[src/rtl/segment_reader_if.sv]
// Segment-reader bus: two active-low 7-segment digit inputs plus the
// value report handshake and status flags returned by the reader.
interface segment_reader_if;
  logic [6:0] hex1;
  logic [6:0] hex0;
  logic       value_ready;
  logic [5:0] value;
  logic       value_valid;
  logic       seg_err;
  logic       err_sticky;
  logic       overrun;
  logic [7:0] change_count;

  modport master (
    output hex1, hex0, value_ready,
    input  value, value_valid, seg_err, err_sticky, overrun, change_count
  );

  modport slave (
    input  hex1, hex0, value_ready,
    output value, value_valid, seg_err, err_sticky, overrun, change_count
  );
endinterface

[src/rtl/segment_reader.sv]
// Debounces a two-digit 7-segment display, decodes the stable pattern into a
// 6-bit accumulator value and reports each change through a valid/ready port.
module segment_reader #(
  parameter int STABLE_CYCLES = 4
) (
  input  logic            clk,
  input  logic            reset,
  segment_reader_if.slave bus
);

  typedef enum logic {SETTLE, LOCKED} state_t;

  typedef struct packed {
    logic       legal;
    logic       blank;
    logic [3:0] digit;
  } seg_dec_t;

  localparam logic [3:0] LOCK_AT   = 4'(STABLE_CYCLES - 1);
  localparam logic [6:0] SEG_BLANK = 7'h7F;

  function automatic seg_dec_t seg_decode(input logic [6:0] seg);
    seg_dec_t d;
    d.legal = 1'b1;
    d.blank = 1'b0;
    d.digit = 4'h0;
    case (seg)
      7'h40: d.digit = 4'h0;
      7'h79: d.digit = 4'h1;
      7'h24: d.digit = 4'h2;
      7'h30: d.digit = 4'h3;
      7'h19: d.digit = 4'h4;
      7'h12: d.digit = 4'h5;
      7'h02: d.digit = 4'h6;
      7'h78: d.digit = 4'h7;
      7'h00: d.digit = 4'h8;
      7'h10: d.digit = 4'h9;
      7'h08: d.digit = 4'hA;
      7'h03: d.digit = 4'hB;
      7'h46: d.digit = 4'hC;
      7'h21: d.digit = 4'hD;
      7'h06: d.digit = 4'hE;
      7'h0E: d.digit = 4'hF;
      SEG_BLANK: begin
        d.legal = 1'b0;
        d.blank = 1'b1;
      end
      default: d.legal = 1'b0;
    endcase
    return d;
  endfunction

  function automatic logic [7:0] sat_inc(input logic [7:0] c);
    return (c == 8'hFF) ? c : c + 8'd1;
  endfunction

  state_t     state;
  logic [3:0] cnt;
  logic [6:0] s1_p0;
  logic [6:0] s0_p0;
  logic [5:0] value_r;
  logic       value_valid_r;
  logic       seg_err_r;
  logic       err_sticky_r;
  logic       overrun_r;
  logic [7:0] change_count_r;
  logic [5:0] last_val;
  logic       last_vld;

  seg_dec_t   d1;
  seg_dec_t   d0;
  logic       same_p0;
  logic       lock_now;
  logic       pair_blank;
  logic       pair_illegal;
  logic       err_now;
  logic       report;
  logic [5:0] new_val;

  // Decode stage: everything below looks only at the registered sample pair.
  always_comb begin
    d1           = seg_decode(s1_p0);
    d0           = seg_decode(s0_p0);
    same_p0      = (bus.hex1 == s1_p0) && (bus.hex0 == s0_p0);
    lock_now     = (state == SETTLE) && same_p0 && (cnt == LOCK_AT);
    pair_blank   = d1.blank || d0.blank;
    // Upper digit only carries the two MSBs of the accumulator, so 4..F is bad.
    pair_illegal = !pair_blank && (!d1.legal || !d0.legal || (d1.digit > 4'd3));
    new_val      = {d1.digit[1:0], d0.digit};
    err_now      = lock_now && pair_illegal;
    report       = lock_now && !pair_blank && !pair_illegal &&
                   (!last_vld || (new_val != last_val));
  end

  always_ff @(posedge clk) begin
    if (reset) begin
      state          <= SETTLE;
      cnt            <= 4'd0;
      s1_p0          <= SEG_BLANK;
      s0_p0          <= SEG_BLANK;
      value_r        <= 6'd0;
      value_valid_r  <= 1'b0;
      seg_err_r      <= 1'b0;
      err_sticky_r   <= 1'b0;
      overrun_r      <= 1'b0;
      change_count_r <= 8'd0;
      last_val       <= 6'd0;
      last_vld       <= 1'b0;
    end else begin
      s1_p0     <= bus.hex1;
      s0_p0     <= bus.hex0;
      seg_err_r <= err_now;

      case (state)
        SETTLE: begin
          if (!same_p0) begin
            cnt <= 4'd0;
          end else begin
            cnt <= cnt + 4'd1;
            if (lock_now) state <= LOCKED;
          end
        end
        LOCKED: begin
          if (!same_p0) begin
            state <= SETTLE;
            cnt   <= 4'd0;
          end
        end
        default: begin
          state <= SETTLE;
          cnt   <= 4'd0;
        end
      endcase

      if (err_now) err_sticky_r <= 1'b1;

      // A fresh report wins over acceptance at the same edge.
      if (report) begin
        value_r        <= new_val;
        value_valid_r  <= 1'b1;
        change_count_r <= sat_inc(change_count_r);
        last_val       <= new_val;
        last_vld       <= 1'b1;
        if (value_valid_r && !bus.value_ready) overrun_r <= 1'b1;
      end else if (value_valid_r && bus.value_ready) begin
        value_valid_r  <= 1'b0;
      end
    end
  end

  assign bus.value        = value_r;
  assign bus.value_valid  = value_valid_r;
  assign bus.seg_err      = seg_err_r;
  assign bus.err_sticky   = err_sticky_r;
  assign bus.overrun      = overrun_r;
  assign bus.change_count = change_count_r;

endmodule

[src/flat_wrapper.sv]
// flat-port wrapper written by rule: the top's interface ports become plain ports
module segment_reader_flat 
#(
  parameter int STABLE_CYCLES = 4
)
  (clk, reset, bus_hex1, bus_hex0, bus_value_ready, bus_value, bus_value_valid, bus_seg_err, bus_err_sticky, bus_overrun, bus_change_count);
  segment_reader_if bus_i ();
  input  logic clk;
  input  logic reset;
  input wire logic [$bits(bus_i.hex1)-1:0] bus_hex1;
  input wire logic [$bits(bus_i.hex0)-1:0] bus_hex0;
  input wire logic [$bits(bus_i.value_ready)-1:0] bus_value_ready;
  output wire logic [$bits(bus_i.value)-1:0] bus_value;
  output wire logic [$bits(bus_i.value_valid)-1:0] bus_value_valid;
  output wire logic [$bits(bus_i.seg_err)-1:0] bus_seg_err;
  output wire logic [$bits(bus_i.err_sticky)-1:0] bus_err_sticky;
  output wire logic [$bits(bus_i.overrun)-1:0] bus_overrun;
  output wire logic [$bits(bus_i.change_count)-1:0] bus_change_count;
  assign bus_i.hex1 = bus_hex1;
  assign bus_i.hex0 = bus_hex0;
  assign bus_i.value_ready = bus_value_ready;
  assign bus_value = bus_i.value;
  assign bus_value_valid = bus_i.value_valid;
  assign bus_seg_err = bus_i.seg_err;
  assign bus_err_sticky = bus_i.err_sticky;
  assign bus_overrun = bus_i.overrun;
  assign bus_change_count = bus_i.change_count;
  segment_reader #(.STABLE_CYCLES(STABLE_CYCLES)) u_core (.clk(clk), .reset(reset), .bus(bus_i));
endmodule
[config.mk]
export PLATFORM = sky130hd
export DESIGN_NAME = segment_reader_flat
export DESIGN_NICKNAME = d
export VERILOG_FILES = /design/src/rtl/segment_reader_if.sv /design/src/rtl/segment_reader.sv /design/src/flat_wrapper.sv
export SDC_FILE = /design/constraint.sdc
export NUM_CORES = 1
export LEC_CHECK = 0
export ABC_AREA = 1
export BUFFER_PORTS_ARGS = -buffer_cell sky130_fd_sc_hd__buf_2
export CAP_MARGIN = 25
export CORE_MARGIN = 1
export CORE_UTILIZATION = 38
export CTS_CLUSTER_DIAMETER = 120
export CTS_CLUSTER_SIZE = 16
export DETAILED_ROUTE_END_ITERATION = 8
export MAX_ROUTING_LAYER = met4
export SLEW_MARGIN = 20
export SYNTH_ARGS = -nofsm -noshare
export SYNTH_HDL_FRONTEND = slang
export SYNTH_SLANG_ARGS = --single-unit
[constraint.sdc]
create_clock -name clk -period 5.2 [get_ports clk]
set_input_delay 1.04 -clock clk [delete_from_list [all_inputs] [get_ports clk]]
set_output_delay 1.04 -clock clk [all_outputs]
set_load 0.1 [all_outputs]
## Word level (Yosys, flattened, before mapping)

Cells that the tools add are included.

| word-level totals | value |
|---|---|
| output and inout bits | 18 |
| input bits | 17 |
| word-level logic and storage cells | 96 |
| register bits | 38 |

| cells by class | value |
|---|---|
| order comparisons | 1 |
| add/sub/neg operators | 2 |
| bitwise gates (word level) | 2 |
| reductions and logical operators | 27 |
| multiplexer cells | 15 |
| eq/ne operators | 38 |

Operators with widths:

| operator | count |
|---|---|
| case mux 4 bit (15 select lines) | 2 |
| equality test 7 bit (second input constant) | 10 |
| equality test 7 x 5 -> 1 bit (second input constant) | 6 |
| equality test 7 x 6 -> 1 bit (second input constant) | 6 |
| OR reduction 16 bit | 2 |
| equality test 7 x 2 -> 1 bit (second input constant) | 4 |
| equality test 7 x 4 -> 1 bit (second input constant) | 4 |
| equality test 7 x 3 -> 1 bit (second input constant) | 2 |
| equality test 7 bit | 2 |
| zero test 7 bit | 2 |
| logical AND 1 bit | 10 |
| two-way mux 1 bit | 9 |
| adder 8 x 1 -> 8 bit (second input constant) | 1 |
| equality test 8 bit (second input constant) | 1 |
| two-way mux 4 bit | 2 |
| case mux 4 bit (2 select lines) | 1 |
| zero test 1 bit | 6 |
| inequality test 6 bit | 1 |
| adder 4 x 1 -> 4 bit (second input constant) | 1 |
| equality test 4 x 2 -> 1 bit (second input constant) | 1 |
| > comparator 4 x 2 -> 1 bit (second input constant) | 1 |
| logical OR 1 bit | 4 |
| AND reduction 2 bit | 2 |
| inequality test 2 bit (second input constant) | 1 |
| other kinds (3) | 4 |

## Depth between registers and ports, before layout

Gate-level depths: netlist of run 1.

| depth | value |
|---|---|
| depth in word-level cells | 11 |
| mapped depth | 16 |
| mapped depth without buffers | 16 |

## Worst setup path before layout of run 1

No wires, ideal clock.

| path | value |
|---|---|
| path kind | register to register |
| start point | reg u_core.change_count_r[1], in the netlist u_core.bus.change_count[1] |
| end point | reg u_core.change_count_r[7], in the netlist u_core.bus.change_count[7] |
| buffers on the path | 0 |
| period minus slack after synthesis | 2.405 ns |
| required time | 5.090 ns |
| setup time | 0.110 ns |
| slack | 2.795 ns |
| data arrival time | 2.294 ns |
| stages on the path, launching flop included | 13 |
| cell sequence | dfxtp_1 > ha_1 > nand2_1 > inv_1 > nand3_1 > nor3_1 > nor3_1 > nand2_1 > nor3_1 > nand3_1 > nand2_1 > inv_1 > nor2_1 |

| on the way | value |
|---|---|
| longest elaborated chain between the ends | 3 |
| elaborated cells on any way between the ends | 4 |
| classes of those cells | add/sub (1); eq/ne (1); bitwise (1); reduce/logical (1) |

Ends and longest elaborated chain:

| what | RTL line | RTL |
|---|---|---|
| start: declaration | segment_reader.sv:66 | `logic [7:0] change_count_r;` |
| start signal: assignment | segment_reader.sv:141 | `change_count_r <= sat_inc(change_count_r);` |
| parallel branches: the longest is 3 deep, another holds adder 8 x 1 -> 8 bit | -- |  |

Several ways; the timed one is not identified.
A chain may end at the register's enable or synchronous reset.

## Worst setup path in the final report of run 1

| path | value |
|---|---|
| start point | in bus_hex0[4] |
| end point | reg u_core.value_r[0], in the netlist u_core.bus.value[0] |

| on the way | value |
|---|---|
| longest elaborated chain between the ends | 7 |

Ends and longest elaborated chain:

| what | RTL line | RTL |
|---|---|---|
| start: declaration | flat_wrapper.sv:11 | `input wire logic [$bits(bus_i.hex0)-1:0] bus_hex0;` |
| equality test 7 bit | segment_reader.sv:84 | `same_p0 = (bus.hex1 == s1_p0) && (bus.hex0 == s0_p0);` |
| logical AND 1 bit | segment_reader.sv:84 |  |
| logical AND 1 bit (2 in a row) | segment_reader.sv:85 | `lock_now = (state == SETTLE) && same_p0 && (cnt == LOCK_AT);` |
| logical AND 1 bit (3 in a row) | segment_reader.sv:91 | `report = lock_now && !pair_blank && !pair_illegal &&` |
| end signal: assignment | segment_reader.sv:139 | `value_r <= new_val;` |
| end: declaration | segment_reader.sv:61 | `logic [5:0] value_r;` |

No other way between the ends.

==> metrics, run 1 <==
most frequent cells in the layout=120 x nand2_1, 69 x nor2_1, 53 x inv_1; Pwr Density=204 nW/um^2; Net Sw Frac=0.259; most common cell after layout, fill and taps aside=nand2_1; diode count=0; setup tns final=0 ns; Placer Congestion=0.902; status=finished, final reports clean; Non-Filler Instances=522; die width=82.8 um; relative max-transition margin=0.478; WP data arrival=2.71 ns; share of post-route cells with drive strength above 1=0.178; critical path cell sequence=buf_2 > or2_1 > a21oi_1 > nand3_1 > nor2_1 > nand4_1 > nor2_4 > nand2_2 > o21ai_0 > nor2_1; syn nets=428; DR vias=2484; area of the multi-input gates=1440 um^2; final hold vios=0; CTS sink count=38; full die area=6860 um^2; Most Frequent Cell on Critical Path=nor2_1; Synth Cell Area=2480 um^2; internal power=424 uW; I/O Buffers=34; row cnt=29; Post-CTS Setup Inserts=0; total power=572 uW; fin crit period=2.54 ns; crit-path max FO=11; Die Y=82.8 um; vias in the first global route=2287; Hold WC Path Type=flip-flop to flip-flop; # DRC=0; nature of the critical path startpoint=input pin; WL per Instance=10.9 um; share of power burned in combinational logic=0.093; CTS Hold Bufs=0; first-pass GRT wire length=9940 um; DRT Wirelength=5680 um; fmax=394 MHz; number of library cell types mapped by synthesis=29; slowest cell on the critical path=nor2_4; Max Buffers Root-to-Sink=2; Worst-Margin Slew=0.782 ns; Crit Path Class=input pin to flip-flop; post-CTS sizing=0; Yosys Warn Count=0; register area share after synthesis=0.307; Syn Inst Count=409; hpwl dp=4500 um; Yosys reg bits=38; Layout area overhead=12.8%; hold slack final=0.452 ns; CP required=5.37 ns; reg2reg start=u_core.s0_p0[6]; Vias per Instance=4.76; FF+latch area=761 um^2; largest net degree at the start of global routing=25; crit share post-route=0.489; DRT antenna net count=0; initial core utilization=0.393; clock power share=0.371; max-cap viol count=0; CTS tree=yes; Max Slew Vio Count=0; leakage power=0.00145 uW; CTS H-Tree Depth=2; Placed Cells=514; P_sw=148 uW; initial DRC count=105; fill count=697; Slowest Stage Delay on Critical Path=0.31 ns; DRT Pass-1 Iters=4; Total Routing Usage GR=0.181; sequential share of power=0.536; Worst setup EP type=flip-flop; RSZ-0062 raised after global routing=no; number of synthesized flops with an enable pin=0; CP endpoint=u_core.bus.value[0]; Syn Area/Cell=6.07 um^2; origin of the worst setup path=bus_hex0[4]; Worst-Skew Late Latency=0.29 ns; Synth Flop Type=dfxtp_1; Clock Skews=0.0138 ns; reg2reg setup slack=3.06 ns; Clk pin slew, worst setup/hold paths=0.06 ns; gr ovfl total=0; Ports=35; reg2reg end=u_core.bus.value[0]; initial antenna violation count=0; worst r2r path cells=11; Root Driver=clkbuf_8; core area=6310 um^2; final setup violation count=0; peak supply drop=0.000120 V; total CTS buffers=5; ys async rst share=0; Nets=463
-- how the worst min path moves through the flow --
stage | end | slack [ns] | start | cells past startpoint
final | u_core.bus.overrun | 0.45 | u_core.bus.overrun | 2
after global routing | u_core.bus.overrun | 0.49 | u_core.bus.overrun | 2
after CTS | u_core.bus.overrun | 0.46 | u_core.bus.overrun | 2
after detailed placement | u_core.bus.err_sticky | 0.45 | u_core.bus.err_sticky | 2
after global placement | u_core.bus.err_sticky | 0.44 | u_core.bus.err_sticky | 2
after floorplan | u_core.last_vld | 0.44 | u_core.last_vld | 2
-- stage by stage --
stage,setup slack [ns],util,cell area [um^2]
2_1_floorplan,2.80,-,2480
3_3_place_gp,2.44,0.429,2710
3_5_place_dp,2.35,0.429,2710
4_1_cts,2.66,0.443,2800
5_1_grt,2.53,0.443,2800
6_report,2.66,0.443,2800
-- layer usage --
layer / routed length (um) / track usage / vias to the layer above
met4: 56 / 0.0627 / 0
met3: 184 / 0.0308 / 6
met1: 2600 / 0.207 / 1099
met2: 2840 / 0.319 / 42
met5: 0 / - / -
li1: - / - / 1337
-- critical path: cells and delay by family --
family / cells / cell delay, ns
AOI/OAI and AO/OA: 2 / 0.39
buffers and inverters: 1 / 0.11
and+or+nand+nor: 7 / 1.17
-- state kept, by name (all words and copies together), names as in the netlist --
register / flops
u_core.bus.err_sticky: 1
u_core.last_vld: 1
u_core.bus.value: 6
u_core.bus.seg_err: 1
u_core.s1_p0: 7
u_core.bus.value_valid: 1
u_core.state: 1
u_core.bus.change_count: 8
u_core.s0_p0: 7
u_core.bus.overrun: 1
u_core.cnt: 4
-- power groups by stage --
stage	Combinational [uW]	Sequential, uW	Clock [uW]
after global routing	60.5	308	236
after global placement	53.5	313	0
after detailed placement	53.7	313	0
after CTS	53.9	307	219
final	53.4	307	212
after floorplan	38.9	310	0
-- synthesized netlist by cell type, types with 5 or more instances --
cell type  count  area, um^2
xor2_1         8        70.1
nor3_1         9        45.0
o21ai_0        6        30.0
inv_2         11        41.3
nand3_1       25         125
nand2_1      120         450
nor2_2         7        43.8
a21oi_1        7        35.0
nor2_1        69         259
o21ai_1        5        25.0
or2_2          6        37.5
nand4_1       16         100
inv_1         53         199
dfxtp_1       38         761
-- kinds of logic (layout without fill, tap and decap cells) --
| kind of cell | Yosys count | count (layout) | synth area share |
|---|---|---|---|
| AO/OA/AOI/OAI | 23 | 23 | 0.0519 |
| XOR/XNOR | 10 | 10 | 0.0353 |
| adder cells (fa/ha/maj) | 2 | 2 | 0.0101 |
| buffers and inverters | 70 | 106 | 0.113 |
| flip-flops | 38 | 38 | 0.307 |
| AND/OR/NAND/NOR | 266 | 266 | 0.483 |
-- final cells by class --
type | instances | area share
multi-input combinational | 301 | 0.515
tap | 77 | 0.0344
inverter | 64 | 0.0858
clock inverter | 1 | 0.00179
clock buffer | 7 | 0.0308
timing repair buffer | 34 | 0.0608
sequential | 38 | 0.272
Note: power is estimated with default switching activity, not from simulation.
==> run 2: changes to the inputs <==
==> constraint.sdc (replaced) <==
create_clock -name clk -period 2.1 [get_ports clk]
set_input_delay 0.42 -clock clk [delete_from_list [all_inputs] [get_ports clk]]
set_output_delay 0.42 -clock clk [all_outputs]
set_load 0.1 [all_outputs]
==> metrics, run 2 (same netlist as run 1, synthesis figures left out) <==
status=finished, final reports clean (unchanged); peak supply drop=0.000292 V (was 0.000120 V); final core occ=0.478 (was 0.443); internal power=1050 uW (was 424 uW); Pwr Density=475 nW/um^2 (was 204 nW/um^2); DRT Pass-1 Iters=4 (unchanged); origin of the worst setup path=u_core.s1_p0[4] (was bus_hex0[4]); core area=6310 um^2 (unchanged); Placer Congestion=0.911 (was 0.902); Worst setup EP type=flip-flop (unchanged); full die area=6860 um^2 (unchanged); total CTS buffers=5 (unchanged); clock power share=0.367 (was 0.371); hpwl dp=4600 um (was 4500 um); post-route worst setup slack=0.186 ns (was 2.66 ns); WL per Instance=11.2 um (was 10.9 um); gr ovfl total=0 (unchanged); CTS tree=yes (unchanged); Max Buffers Root-to-Sink=2 (unchanged); Net Sw Frac=0.264 (was 0.259); CTS sink count=38 (unchanged); DR vias=2553 (was 2484); max reg flops=8 (unchanged); final instance area=3020 um^2 (was 2800 um^2); DRT antenna net count=0 (unchanged); total power=1430 uW (was 572 uW); CTS H-Tree Depth=2 (unchanged); # DRC=0 (unchanged); row cnt=29 (unchanged); Layout area overhead=21.6% (was 12.8%); CP required=2.32 ns (was 5.37 ns); Root Driver=clkbuf_8 (unchanged); vias in the first global route=2355 (was 2287); setup tns final=0 ns (unchanged); fin crit period=1.91 ns; WP data arrival=2.14 ns (was 2.71 ns); max-cap viol count=0 (unchanged); P_sw=378 uW (was 148 uW); DRT Wirelength=5950 um (was 5680 um); leakage power=0.00156 uW (was 0.00145 uW); crit-path max FO=12 (was 11); first-pass GRT wire length=9950 um (was 9940 um); relative max-transition margin=0.644 (was 0.478); nature of the critical path startpoint=flip-flop (was input pin); hold path start=bus_hex1[0] (was u_core.bus.overrun); CTS Hold Bufs=0 (unchanged); Worst-Skew Late Latency=0.28 ns (was 0.29 ns); Clock Skews=0.00542 ns (was 0.0138 ns); most common cell after layout, fill and taps aside=nand2_1 (unchanged); Max Slew Vio Count=0 (unchanged); Place WS=-0.0235 ns (was 2.35 ns); sequential share of power=0.528 (was 0.536); crit share post-route=0.912; share of power burned in combinational logic=0.105 (was 0.093); die width=82.8 um (unchanged); Vias per Instance=4.80 (was 4.76); final setup violation count=0 (unchanged); initial core utilization=0.393 (unchanged); fmax=522 MHz; Worst-Margin Slew=0.533 ns (was 0.782 ns); Crit Path Class=flip-flop to flip-flop (was input pin to flip-flop); most frequent cells in the layout=118 x nand2_1, 64 x nor2_1, 53 x inv_1 (was 120 x nand2_1, 69 x nor2_1, 53 x inv_1); share of post-route cells with drive strength above 1=0.259 (was 0.178); largest net degree at the start of global routing=17 (was 25); initial antenna violation count=0 (unchanged); initial DRC count=96 (was 105); Ports=35 (unchanged); Total Routing Usage GR=0.179 (was 0.181); reg2reg start=u_core.s1_p0[4] (was u_core.s0_p0[6]); I/O Buffers=34 (unchanged); diode count=0 (unchanged); dpl cell area=2800 um^2 (was 2710 um^2); Die Y=82.8 um (unchanged); final hold vios=0 (unchanged); Clk pin slew, worst setup/hold paths=0.08 ns (was 0.06 ns); Hold WC Path Type=input pin to flip-flop (was flip-flop to flip-flop); Nets=473 (was 463)
-- run 2: stage by stage --
step | hold WS, ns | cells
finish | 0.330 | 532
global route | 0.333 | 532
CTS | 0.324 | 530
detailed placement | 0.441 | 522
global placement | 0.435 | 522
floorplan | 0.441 | 409
-- run 2: layer usage --
layer  up-vias  part of all wire  global-route usage  wire length [um]
met4         0             0.023              0.0690               138
li1       1356                 -                   -                 -
met1      1131              0.48               0.221              2850
met3        14             0.031              0.0268               182
met5         -                 0                   -                 0
met2        52              0.47               0.296              2780
-- run 2: critical path, stage by stage (launching register included) --
cell and delay, ns:
dfxtp_2 0.36, inv_1 0.09, nand3_2 0.12, inv_1 0.07
nand2_1 0.07, o21ai_1 0.08, nor2_1 0.14, nand2_1 0.09
nand2_1 0.07, nand2_1 0.06, nor2_2 0.12, nand3_4 0.14
buf_12 0.18, nand2_2 0.06, o21ai_1 0.06, nor2_1 0.12
-- run 2: path summary, 6_finish.rpt --
check / end / slack [ns] / cells past startpoint
worst max-delay path: u_core.bus.value[2] / 0.19 / 15
worst min-delay path: u_core.s1_p0[0] / 0.33 / 3
worst max register to register: u_core.bus.value[2] / 0.19 / 15
worst min register to register: u_core.bus.err_sticky / 0.45 / 2
-- run 2: power by group through the flow --
| stage | clock network (uW) | logic, uW | registers, uW |
|---|---|---|---|
| 6_report | 525 | 151 | 756 |
| 5_1_grt | 570 | 171 | 760 |
| 3_3_place_gp | 0 | 143 | 774 |
| 2_1_floorplan | 0 | 96.2 | 768 |
| 4_1_cts | 542 | 144 | 757 |
| 3_5_place_dp | 0 | 144 | 773 |
-- run 2: layout make-up --
class                      count  area (um^2)
timing repair buffer          44          270
tap                           77         96.3
multi-input combinational    301         1510
clock buffer                   7         86.3
sequential                    38          806
fill                         688         3300
clock inverter                 1         5.00
inverter                      64          240
-- run 2: timing repair --
item / CTS / global route
resized for setup: 0 / 39
setup buffers: 0 / 2
setup endpoints to repair: 0 / 16
==> run 3: changes to the inputs <==
--- a/config.mk
+++ b/config.mk
@@ -6,7 +6,7 @@
 export NUM_CORES = 1
 export LEC_CHECK = 0
 export ABC_AREA = 1
-export BUFFER_PORTS_ARGS = -buffer_cell sky130_fd_sc_hd__buf_2
+export BUFFER_PORTS_ARGS = -buffer_cell sky130_fd_sc_hd__clkbuf_2
 export CAP_MARGIN = 25
 export CORE_MARGIN = 1
 export CORE_UTILIZATION = 38
==> metrics, run 3 (same netlist as run 1, synthesis figures left out) <==
status=finished, final reports clean (unchanged); slowest cell on the critical path=dfxtp_2 (unchanged); total CTS buffers=5 (unchanged); Nets=470 (was 473); Root Driver=clkbuf_8 (unchanged); Hold WC Path Type=input pin to flip-flop (unchanged); fin crit period=1.92 ns (was 1.91 ns); Ports=35 (unchanged); fill count=674 (was 688); Vias per Instance=4.78 (was 4.80); max reg flops=8 (unchanged); relative max-transition margin=0.636 (was 0.644); WP data arrival=2.13 ns (was 2.14 ns); DRT antenna net count=0 (unchanged); final hold vios=0 (unchanged); fmax=521 MHz (was 522 MHz); share of post-route cells with drive strength above 1=0.259 (about the same); row cnt=29 (unchanged); sequential share of power=0.532 (was 0.528); CTS H-Tree Depth=2 (unchanged); die width=82.8 um (unchanged); peak supply drop=0.000221 V (was 0.000292 V); internal power=1050 uW (about the same); vias in the first global route=2426 (was 2355); Layout area overhead=20.0% (was 21.6%); nature of the critical path startpoint=flip-flop (unchanged); most common cell after layout, fill and taps aside=nand2_1 (unchanged); Worst-Margin Slew=0.548 ns (was 0.533 ns); crit share post-route=0.913 (was 0.912); clock power share=0.366 (was 0.367); Worst setup EP type=flip-flop (unchanged); first-pass GRT wire length=10400 um (was 9950 um); leakage power=0.00149 uW (was 0.00156 uW); Crit path depth=13 (was 15); Die Y=82.8 um (unchanged); initial core utilization=0.393 (unchanged); Placer Congestion=0.921 (was 0.911); DR vias=2531 (was 2553); gr ovfl total=0 (unchanged); critical path cell sequence=nor2_1 > nand2_2 > inv_2 > nand3_1 > o211ai_1 > nor2_1 > nand2_1 > nand3b_2 > nor2_4 > nand2_2 > inv_2 > nor2_1 > nor2_1 (was inv_1 > nand3_2 > inv_1 > nand2_1 > o21ai_1 > nor2_1 > nand2_1 > nand2_1 > nand2_1 > nor2_2 > nand3_4 > buf_12 > nand2_2 > o21ai_1 > nor2_1); Max Buffers Root-to-Sink=2 (unchanged); Slowest Stage Delay on Critical Path=0.35 ns (was 0.36 ns); final core occ=0.472 (was 0.478); CTS tree=yes (unchanged); Net Sw Frac=0.263 (was 0.264); Clk pin slew, worst setup/hold paths=0.08 ns (about the same); I/O Buffers=34 (unchanged); total power=1430 uW (about the same); largest net degree at the start of global routing=17 (unchanged); most frequent cells in the layout=119 x nand2_1, 63 x nor2_1, 52 x inv_1 (was 118 x nand2_1, 64 x nor2_1, 53 x inv_1); Place WS=-0.00677 ns (was -0.0235 ns); Buf+Inv Stages, Crit Path=2 (was 3); Clock Skews=0.0102 ns (was 0.00542 ns); initial DRC count=102 (was 96); crit-path max FO=7 (was 12); hold depth=3 (unchanged); core area=6310 um^2 (unchanged); final setup violation count=0 (unchanged); DRT Wirelength=5890 um (was 5950 um); CTS sink count=38 (unchanged); WL per Instance=11.1 um (was 11.2 um); P_sw=376 uW (was 378 uW); kind of cell adding the most delay to the critical path=simple AND/OR/NAND/NOR gates (unchanged); CP required=2.32 ns (about the same); Total Routing Usage GR=0.187 (was 0.179); hold slack final=0.336 ns (was 0.330 ns); max-cap viol count=0 (unchanged); post-route worst setup slack=0.182 ns (was 0.186 ns); share of power burned in combinational logic=0.102 (was 0.105); Max Slew Vio Count=0 (unchanged); hpwl dp=4600 um (about the same); DRT Pass-1 Iters=4 (unchanged); worst r2r path cells=13 (was 15); CTS Hold Bufs=0 (unchanged); Pwr Density=481 nW/um^2 (was 475 nW/um^2); # DRC=0 (unchanged); Crit Path Class=flip-flop to flip-flop (unchanged); full die area=6860 um^2 (unchanged); Most Frequent Cell on Critical Path=nor2_1 (was nand2_1); initial antenna violation count=0 (unchanged); Worst-Skew Late Latency=0.29 ns (was 0.28 ns); post-CTS sizing=0 (unchanged); diode count=0 (unchanged); Post-CTS Setup Inserts=0 (unchanged)
-- run 3: changes by cell type in the layout (fill, tap and decap cells not counted), sizes merged --
cell | before | now
clkbuf | 7 | 41
buf | 44 | 7
-- run 3: final timing paths --
path | slack [ns] | startpoint | endpoint
setup / recovery | 0.18 | u_core.s1_p0[0] | u_core.bus.value[0]
hold / removal | 0.34 | bus_hex1[3] | u_core.s1_p0[3]
setup reg to reg | 0.18 | u_core.s1_p0[0] | u_core.bus.value[0]
hold reg to reg | 0.45 | u_core.bus.overrun | u_core.bus.overrun
-- run 3: area by class of cell --
class	count	area, um^2	share of cell area
inverter	64	240	0.0807
multi-input combinational	301	1500	0.505
timing repair buffer	41	248	0.0832
tap	77	96.3	0.0324
clock buffer	7	86.3	0.0290
sequential	38	798	0.268
clock inverter	1	5.00	0.00168
-- run 3: tightest hold or removal path, stage by stage --
cell      delay, ns
clkbuf_2       0.09
inv_1          0.04
nand2_1        0.04
-- run 3: power groups by stage --
stage                     Combinational (uW)  Sequential, uW  Clock (uW)
after floorplan                         96.2             768           0
after CTS                                141             758         540
after global routing                     168             765         578
after global placement                   140             775           0
final                                    146             761         524
after detailed placement                 141             775           0
-- run 3: routing by layer --
layer	track usage	up-vias	routed length [um]
met5	-	-	0
met4	0.0643	0	95
met3	0.0348	8	241
met2	0.303	51	2720
met1	0.233	1116	2830
li1	-	1356	-
-- run 3: through the flow --
stage | area, um^2 | instances | setup TNS [ns]
after CTS | 2880 | 529 | 0
after global routing | 2980 | 529 | -0.00903
final | 2980 | 529 | 0
after detailed placement | 2790 | 521 | -0.0245
after floorplan | 2490 | 409 | 0
after global placement | 2790 | 521 | 0
